### src/rtl/shift_acc_pkg.sv
// Shared types for the shift/accumulate stage.
//   op_t      : operation code carried with each transaction
//   result_t  : {ovf, data} word stored in the output FIFO
//   SHAMT_W   : number of low operand-b bits used as shift amount
package shift_acc_pkg;

    localparam int SHAMT_W = 4;
    localparam int DATA_W  = 9;

    typedef enum logic [1:0] {
        OP_SHL  = 2'b00,
        OP_SHR  = 2'b01,
        OP_ASHR = 2'b10,
        OP_ACC  = 2'b11
    } op_t;

    typedef struct packed {
        logic              ovf;
        logic [DATA_W-1:0] data;
    } result_t;

endpackage

### src/rtl/sync_fifo.sv
// Single-clock FIFO with first-word fall-through read port.
//   push/wdata : write an element (push while full is only allowed with pop)
//   pop        : remove the head element; ignored when empty
//   rdata      : current head element (stale when empty)
//   count      : occupancy, 0..DEPTH
//   empty/full : occupancy flags
module sync_fifo #(
    parameter int W     = 10,
    parameter int DEPTH = 4
) (
    input  logic                     clk,
    input  logic                     reset,
    input  logic                     push,
    input  logic                     pop,
    input  logic [W-1:0]             wdata,
    output logic [W-1:0]             rdata,
    output logic [$clog2(DEPTH):0]   count,
    output logic                     empty,
    output logic                     full
);

    localparam int PW = $clog2(DEPTH);
    localparam logic [PW-1:0] PTR_ONE = 1;
    localparam logic [PW:0]   CNT_ONE = 1;

    logic [W-1:0]  mem_q [DEPTH];
    logic [PW-1:0] wr_ptr_q, wr_ptr_d, rd_ptr_q, rd_ptr_d;
    logic [PW:0]   count_q, count_d;
    logic          do_push, do_pop;

    assign empty = (count_q == '0);
    assign full  = (count_q == CNT_ONE << PW);
    assign count = count_q;
    assign rdata = mem_q[rd_ptr_q];

    assign do_pop  = pop && !empty;
    // A full FIFO may still take a write on the edge that frees the head.
    assign do_push = push && (!full || do_pop);

    always_comb begin
        wr_ptr_d = wr_ptr_q;
        rd_ptr_d = rd_ptr_q;
        count_d  = count_q;
        if (do_push) wr_ptr_d = wr_ptr_q + PTR_ONE;
        if (do_pop)  rd_ptr_d = rd_ptr_q + PTR_ONE;
        case ({do_push, do_pop})
            2'b10:   count_d = count_q + CNT_ONE;
            2'b01:   count_d = count_q - CNT_ONE;
            default: count_d = count_q;
        endcase
    end

    always_ff @(posedge clk or posedge reset) begin
        if (reset) begin
            wr_ptr_q <= '0;
            rd_ptr_q <= '0;
            count_q  <= '0;
        end else begin
            wr_ptr_q <= wr_ptr_d;
            rd_ptr_q <= rd_ptr_d;
            count_q  <= count_d;
        end
    end

    // Storage needs no reset: nothing is read while count is zero.
    always_ff @(posedge clk) begin
        if (do_push) mem_q[wr_ptr_q] <= wdata;
    end

    a_no_overflow: assert property (@(posedge clk) disable iff (reset)
        !(push && full && !pop));
    a_no_underflow: assert property (@(posedge clk) disable iff (reset)
        !(pop && empty));

endmodule

### src/rtl/shift_acc_stage.sv
// Shift / accumulate datapath stage.
//   in_valid/in_ready, in_op, in_a, in_b : operand transaction (b[3:0] = shift)
//   out_valid/out_ready, out_data, out_ovf : result at the FIFO head
//   acc : running accumulator, updated only when an ACC result is pushed
// One input register stage feeds a DEPTH-entry FIFO. in_ready only grants
// a transaction when the FIFO plus stage 1 still have a free slot, so
// stage 1 can always push without checking FIFO space.
module shift_acc_stage
    import shift_acc_pkg::*;
#(
    parameter int WIDTH = 9,
    parameter int DEPTH = 4
) (
    input  logic             clk,
    input  logic             reset,
    input  logic             in_valid,
    output logic             in_ready,
    input  logic [1:0]       in_op,
    input  logic [WIDTH-1:0] in_a,
    input  logic [WIDTH-1:0] in_b,
    output logic             out_valid,
    input  logic             out_ready,
    output logic [WIDTH-1:0] out_data,
    output logic             out_ovf,
    output logic [WIDTH-1:0] acc
);

    localparam int PW    = $clog2(DEPTH);
    localparam int SHL_W = WIDTH + (1 << SHAMT_W) - 1;

    logic               s1_valid_q, s1_valid_d;
    op_t                s1_op_q, s1_op_d;
    logic [WIDTH-1:0]   s1_a_q, s1_a_d;
    logic [SHAMT_W-1:0] s1_b_q, s1_b_d;
    logic [WIDTH-1:0]   acc_q, acc_d;
    logic               rdy_en_q, rdy_en_d;
    result_t            head_q, head_d;

    result_t            res;
    result_t            fifo_rdata;
    logic [PW:0]        fifo_count;
    logic               fifo_empty, fifo_full;
    logic               accept, pop;
    logic [PW+1:0]      pending;
    logic [SHL_W-1:0]   shl_wide;
    logic [WIDTH:0]     sum;
    logic               unused_b;

    assign unused_b = ^in_b[WIDTH-1:SHAMT_W];

    // rdy_en_q keeps in_ready low until the first edge after reset drops.
    assign pending  = (PW+2)'(fifo_count) + (PW+2)'(s1_valid_q);
    assign in_ready = !reset && rdy_en_q && (pending < (PW+2)'(DEPTH));
    assign accept   = in_valid && in_ready;
    assign out_valid = !fifo_empty;
    assign pop      = out_valid && out_ready;
    assign acc      = acc_q;

    // Empty FIFO: present the last popped result instead of stale storage.
    assign out_data = fifo_empty ? head_q.data : fifo_rdata.data;
    assign out_ovf  = fifo_empty ? head_q.ovf  : fifo_rdata.ovf;

    always_comb begin
        s1_valid_d = accept;
        s1_op_d    = s1_op_q;
        s1_a_d     = s1_a_q;
        s1_b_d     = s1_b_q;
        if (accept) begin
            s1_op_d = op_t'(in_op);
            s1_a_d  = in_a;
            s1_b_d  = in_b[SHAMT_W-1:0];
        end
        rdy_en_d = 1'b1;
        head_d   = pop ? fifo_rdata : head_q;
    end

    // Result of the stage-1 transaction; pushed on the next edge.
    always_comb begin
        // Widened shift keeps every bit that falls off the top for ovf.
        shl_wide = {{(SHL_W-WIDTH){1'b0}}, s1_a_q} << s1_b_q;
        sum      = {1'b0, acc_q} + {1'b0, s1_a_q};
        res      = '0;
        acc_d    = acc_q;
        case (s1_op_q)
            OP_SHL: begin
                res.data = shl_wide[WIDTH-1:0];
                res.ovf  = |shl_wide[SHL_W-1:WIDTH];
            end
            OP_SHR:  res.data = s1_a_q >> s1_b_q;
            OP_ASHR: res.data = $unsigned($signed(s1_a_q) >>> s1_b_q);
            OP_ACC: begin
                res.data = sum[WIDTH-1:0];
                res.ovf  = sum[WIDTH];
                if (s1_valid_q) acc_d = sum[WIDTH-1:0];
            end
            default: res = '0;
        endcase
    end

    always_ff @(posedge clk or posedge reset) begin
        if (reset) begin
            s1_valid_q <= 1'b0;
            s1_op_q    <= OP_SHL;
            s1_a_q     <= '0;
            s1_b_q     <= '0;
            acc_q      <= '0;
            rdy_en_q   <= 1'b0;
            head_q     <= '0;
        end else begin
            s1_valid_q <= s1_valid_d;
            s1_op_q    <= s1_op_d;
            s1_a_q     <= s1_a_d;
            s1_b_q     <= s1_b_d;
            acc_q      <= acc_d;
            rdy_en_q   <= rdy_en_d;
            head_q     <= head_d;
        end
    end

    sync_fifo #(
        .W     ($bits(result_t)),
        .DEPTH (DEPTH)
    ) u_fifo (
        .clk   (clk),
        .reset (reset),
        .push  (s1_valid_q),
        .pop   (pop),
        .wdata (res),
        .rdata (fifo_rdata),
        .count (fifo_count),
        .empty (fifo_empty),
        .full  (fifo_full)
    );

    a_s1_never_blocked: assert property (@(posedge clk) disable iff (reset)
        !(s1_valid_q && fifo_full && !pop));

endmodule

### config.mk
export PLATFORM = sky130hd
export DESIGN_NAME = shift_acc_stage
export DESIGN_NICKNAME = d
export VERILOG_FILES = /design/src/rtl/shift_acc_pkg.sv /design/src/rtl/sync_fifo.sv /design/src/rtl/shift_acc_stage.sv
export SDC_FILE = /design/constraint.sdc
export NUM_CORES = 1
export LEC_CHECK = 0
export ABC_AREA = 1
export CAP_MARGIN = 20
export CORE_ASPECT_RATIO = 1.5
export CORE_MARGIN = 2
export CORE_UTILIZATION = 35
export DETAILED_ROUTE_END_ITERATION = 6
export PLACE_DENSITY = 0.55
export SYNTH_ARGS = -nofsm -noshare
export SYNTH_HDL_FRONTEND = slang
export SYNTH_SLANG_ARGS = --single-unit
### constraint.sdc
create_clock -name clk -period 5.1 [get_ports clk]
set_input_delay 1.02 -clock clk [delete_from_list [all_inputs] [get_ports clk]]
set_output_delay 1.02 -clock clk [all_outputs]
set_load 0.01 [all_outputs]
==> run_results.csv <==
group,metric,value,unit
yosys,synth.top_cell.area_share,25.3,%
power,leakagePower,2.47,nW
worst_setup_path,crit_end,"out_ovf",
yosys,postSynthRegisterBits,83,
yosys,asyncSetResetFlopFracSynth,51.8,%
global_route,grt_pass1_wl,18800,um
floorplan,die_area,0.0145,mm^2
yosys,synthDominantAreaCellType,"sky130_fd_sc_hd__edfxtp_1",
floorplan,die-height,147,um
cts,postCtsSetupBuffers,0,
floorplan,pin_count,45,
worst_setup_path,path_class,"register to primary output",
cts,postCtsHoldBufs,0,
cts,cts.repair.resized,0,
sta,timing.final.ws_setup,1.40,ns
sta,pins_over_their_slew_limit,0,
worst_setup_path,worst-endpoint-arrival,2.68,ns
global_route,grt_antenna_before_repair,0,
cts,tritoncts,"done",
place,place_inst,741,
cts,cts-htree-levels,3,
global_route,overflow_after_grt,0,
worst_setup_path,critical_path.endpoint_type,"primary output",
place,buffer_ports.inserted,39,
place,pre_cts_slack,1.66,ns
yosys,synth_area_per_cell,8.42,um^2
global_route,first_global_vias,3741,
yosys,synth-warning-count,0,
worst_setup_path,r2r_slack,2.49,ns
floorplan,floorplan_core_area,0.0133,mm^2
sta,post-route-period-util,72.6,%
sta,timing_hold_violations_final,0,
global_route,grt_use_total,16.5,%
place,detailed_place_hpwl,8410,um
cts,root_buffer,"sky130_fd_sc_hd__clkbuf_16",
sta,rsz0062_at_grt,"false",
worst_setup_path,reg2reg_depth,11,
worst_setup_path,reg2reg_from,"s1_a_q[0]$_DFFE_PP0P_",
sta,setup_viol,0,
power,max-vdd-ir-drop,0.000210,V
cells_and_area,layout-drive-gt1-share,7.06,%
floorplan,row_count,52,
worst_setup_path,crit-reg2reg-capture,"u_fifo.mem_q[2][6]$_DFFE_PP_",
sta,clock.fmax,270,MHz
worst_setup_path,worstPathRequired,4.08,ns
sta,fin_crit,3.70,ns
sta,skew,0.00615,ns
place,place.gp.congestion,0.895,
cells_and_area,final_cell_count_no_fill,757,
sta,hold-worst-slack,0.484,ns
routing,drt-wirelength-per-cell,14.9,um
hold_path,worstHoldPathType,"register to register",
cells_and_area,finalInstanceArea,0.00552,mm^2
worst_setup_path,startpoint_types,"register",
yosys,synth.yosys.seq_area_share,48.1,%
yosys,netlist_top_cells_area,"sky130_fd_sc_hd__edfxtp_1 25%, sky130_fd_sc_hd__dfrtp_1 23%, sky130_fd_sc_hd__nand2_1 16%",
routing,dr_total_vias,3776,
worst_setup_path,setup.worst_path.start,"u_fifo.rd_ptr_q[0]$_DFFE_PP0N_",
yosys,synth.distinct_cells,46,
worst_setup_path,timing.critical_path.fanout_max,23,
cts,clkLatencyLatePin,0.34,ns
cts,cts-buffers-inserted,9,
hold_path,min_from,"head_q[1]$_DFFE_PP0P_",
routing,vias_per_cell,4.99,
cells_and_area,area_growth_syn_to_layout,16.5,%
routing,antenna_left,0,
sta,relSlewSlack,30.8,%
yosys,post_synth_inst_count,563,
sta,tns,0,ns
place,placed_area,0.00520,mm^2
power,finalPower,3.68,mW
yosys,synth_enable_flop_cells,40,
yosys,net_count_of_the_mapped_netlist,607,
flow_run,timing.max_cap.violations,0,
sta,tightest_slew,1.03,ns
cells_and_area,nets,635,
floorplan,floorplan.die.width,99,um
cells_and_area,antenna-diode-count,0,
yosys,synth-main-ff-cell,"sky130_fd_sc_hd__dfrtp_1",
yosys,netlist_area,0.00474,mm^2
cts,clk_pin_slew_worst_paths,0.06,ns
floorplan,initial_utilization,35.5,%
global_route,grt_max_degree,44,
power,p_per_area,666,mW/mm^2
routing,drt-total-wl,11300,um
cells_and_area,final_util,41.4,%
routing,drt_pass1_iterations,5,
cts,clk_path_buf_depth,2,
cts,clk_sink_count,83,
outcome,status,"finished, final reports clean",
routing,drc,0,
routing,drtIter0Drc,197,
worst min-delay path by stage:
stage,cells past startpoint,endpoint,slack (ns)
after global routing,2,head_q[3]$_DFFE_PP0P_,0.51
final,2,head_q[1]$_DFFE_PP0P_,0.48
after global placement,2,head_q[6]$_DFFE_PP0P_,0.47
after detailed placement,2,head_q[8]$_DFFE_PP0P_,0.47
after CTS,2,head_q[8]$_DFFE_PP0P_,0.49
after floorplan,2,head_q[0]$_DFFE_PP0P_,0.45
routing by layer:
metal,share of wire [%],wire length (um),track usage (%),up-vias
met1,40,4580,18.5,1749
li1,-,-,-,1930
met2,55,6180,30.3,78
met4,2.4,274,6.30,0
met3,2.5,280,3.02,19
met5,0,0,0,-
state kept, by name (all words and copies together), names as in the netlist:
name and count:
acc 9, head_q 10, u_fifo.mem_q 40, s1_b_q 4, s1_valid_q 1, rdy_en_q 1, u_fifo.rd_ptr_q 2, s1_op_q 2
s1_a_q 9, u_fifo.count 3, u_fifo.wr_ptr_q 2
cell usage in the layout, fill, tap and decap left out, drive strengths merged:
cell / count
nand2: 208
o21ai: 54
nand3: 44
inv: 44
dfrtp: 43
edfxtp: 40
clkdlybuf4s50: 39
a21oi: 25
nor2: 20
ha: 18
a32o: 10
clkbuf: 9
xor2: 7
clkinv: 4
nand4: 3
or2: 3
and2: 3
nand3b: 2
a31oi: 2
fa: 2
bufinv: 2
buf: 2
xnor2: 1
a21boi: 1
a21o: 1
o211ai: 1
a221oi: 1
a211oi: 1
o21bai: 1
o311ai: 1
o2111ai: 1
clkinvlp: 1
conb: 1
cells by family after synthesis:
kind of cell | count (synthesis) | share of synthesized area, %
xor+xnor | 8 | 1.48
other cells | 1 | 0.0791
compound gates | 99 | 12.3
flops | 83 | 48.1
simple gates | 283 | 25.8
buf+inv | 69 | 6.65
fa+ha+maj | 20 | 5.60
synth_stat cells, types with 2 or more instances:
cell and count:
sky130_fd_sc_hd__edfxtp_1 40, sky130_fd_sc_hd__buf_2 4, sky130_fd_sc_hd__dfrtp_1 43, sky130_fd_sc_hd__nand3b_1 2, sky130_fd_sc_hd__ha_1 18, sky130_fd_sc_hd__a31oi_1 2
sky130_fd_sc_hd__or2_2 2, sky130_fd_sc_hd__inv_1 41, sky130_fd_sc_hd__nor2_1 19, sky130_fd_sc_hd__fa_1 2, sky130_fd_sc_hd__o21ai_0 39, sky130_fd_sc_hd__a32o_1 10
sky130_fd_sc_hd__and2_4 2, sky130_fd_sc_hd__clkinv_1 2, sky130_fd_sc_hd__nand2_4 5, sky130_fd_sc_hd__xor2_1 7, sky130_fd_sc_hd__o21ai_1 14, sky130_fd_sc_hd__buf_4 3
sky130_fd_sc_hd__clkbuf_1 12, sky130_fd_sc_hd__nand2_1 197, sky130_fd_sc_hd__nand3_2 3, sky130_fd_sc_hd__a21oi_1 24, sky130_fd_sc_hd__nand4_1 3, sky130_fd_sc_hd__nand3_1 41
sky130_fd_sc_hd__buf_6 2, sky130_fd_sc_hd__nand2_2 6
power by group:
part	leakage [nW]	internal (mW)	switching, mW	total (mW)
registers	0.903	0.957	0.243	1.20
clock network	0.152	0.428	0.262	0.689
logic	1.42	0.702	1.08	1.79
total	2.47	2.09	1.59	3.68
area by class of cell:
class                           instances  area [um^2]
Inverter                               45          174
Fill cell                            1335         7820
Sequential cell                        83         2280
Timing Repair Buffer                   41          405
Clock buffer                            9          225
Clock inverter                          6         90.1
Multi-Input combinational cell        411         2150
Tap cell                              162          203
worst max-delay path, cell delays in order, from the launching register on:
cell                              delay (ns)
sky130_fd_sc_hd__dfrtp_1                0.66
sky130_fd_sc_hd__inv_1                  0.59
sky130_fd_sc_hd__nand2_1                0.10
sky130_fd_sc_hd__a32o_1                 0.26
sky130_fd_sc_hd__o21ai_0                0.17
sky130_fd_sc_hd__clkdlybuf4s50_1        0.57
No activity file was read; power rests on OpenSTA's default activity.
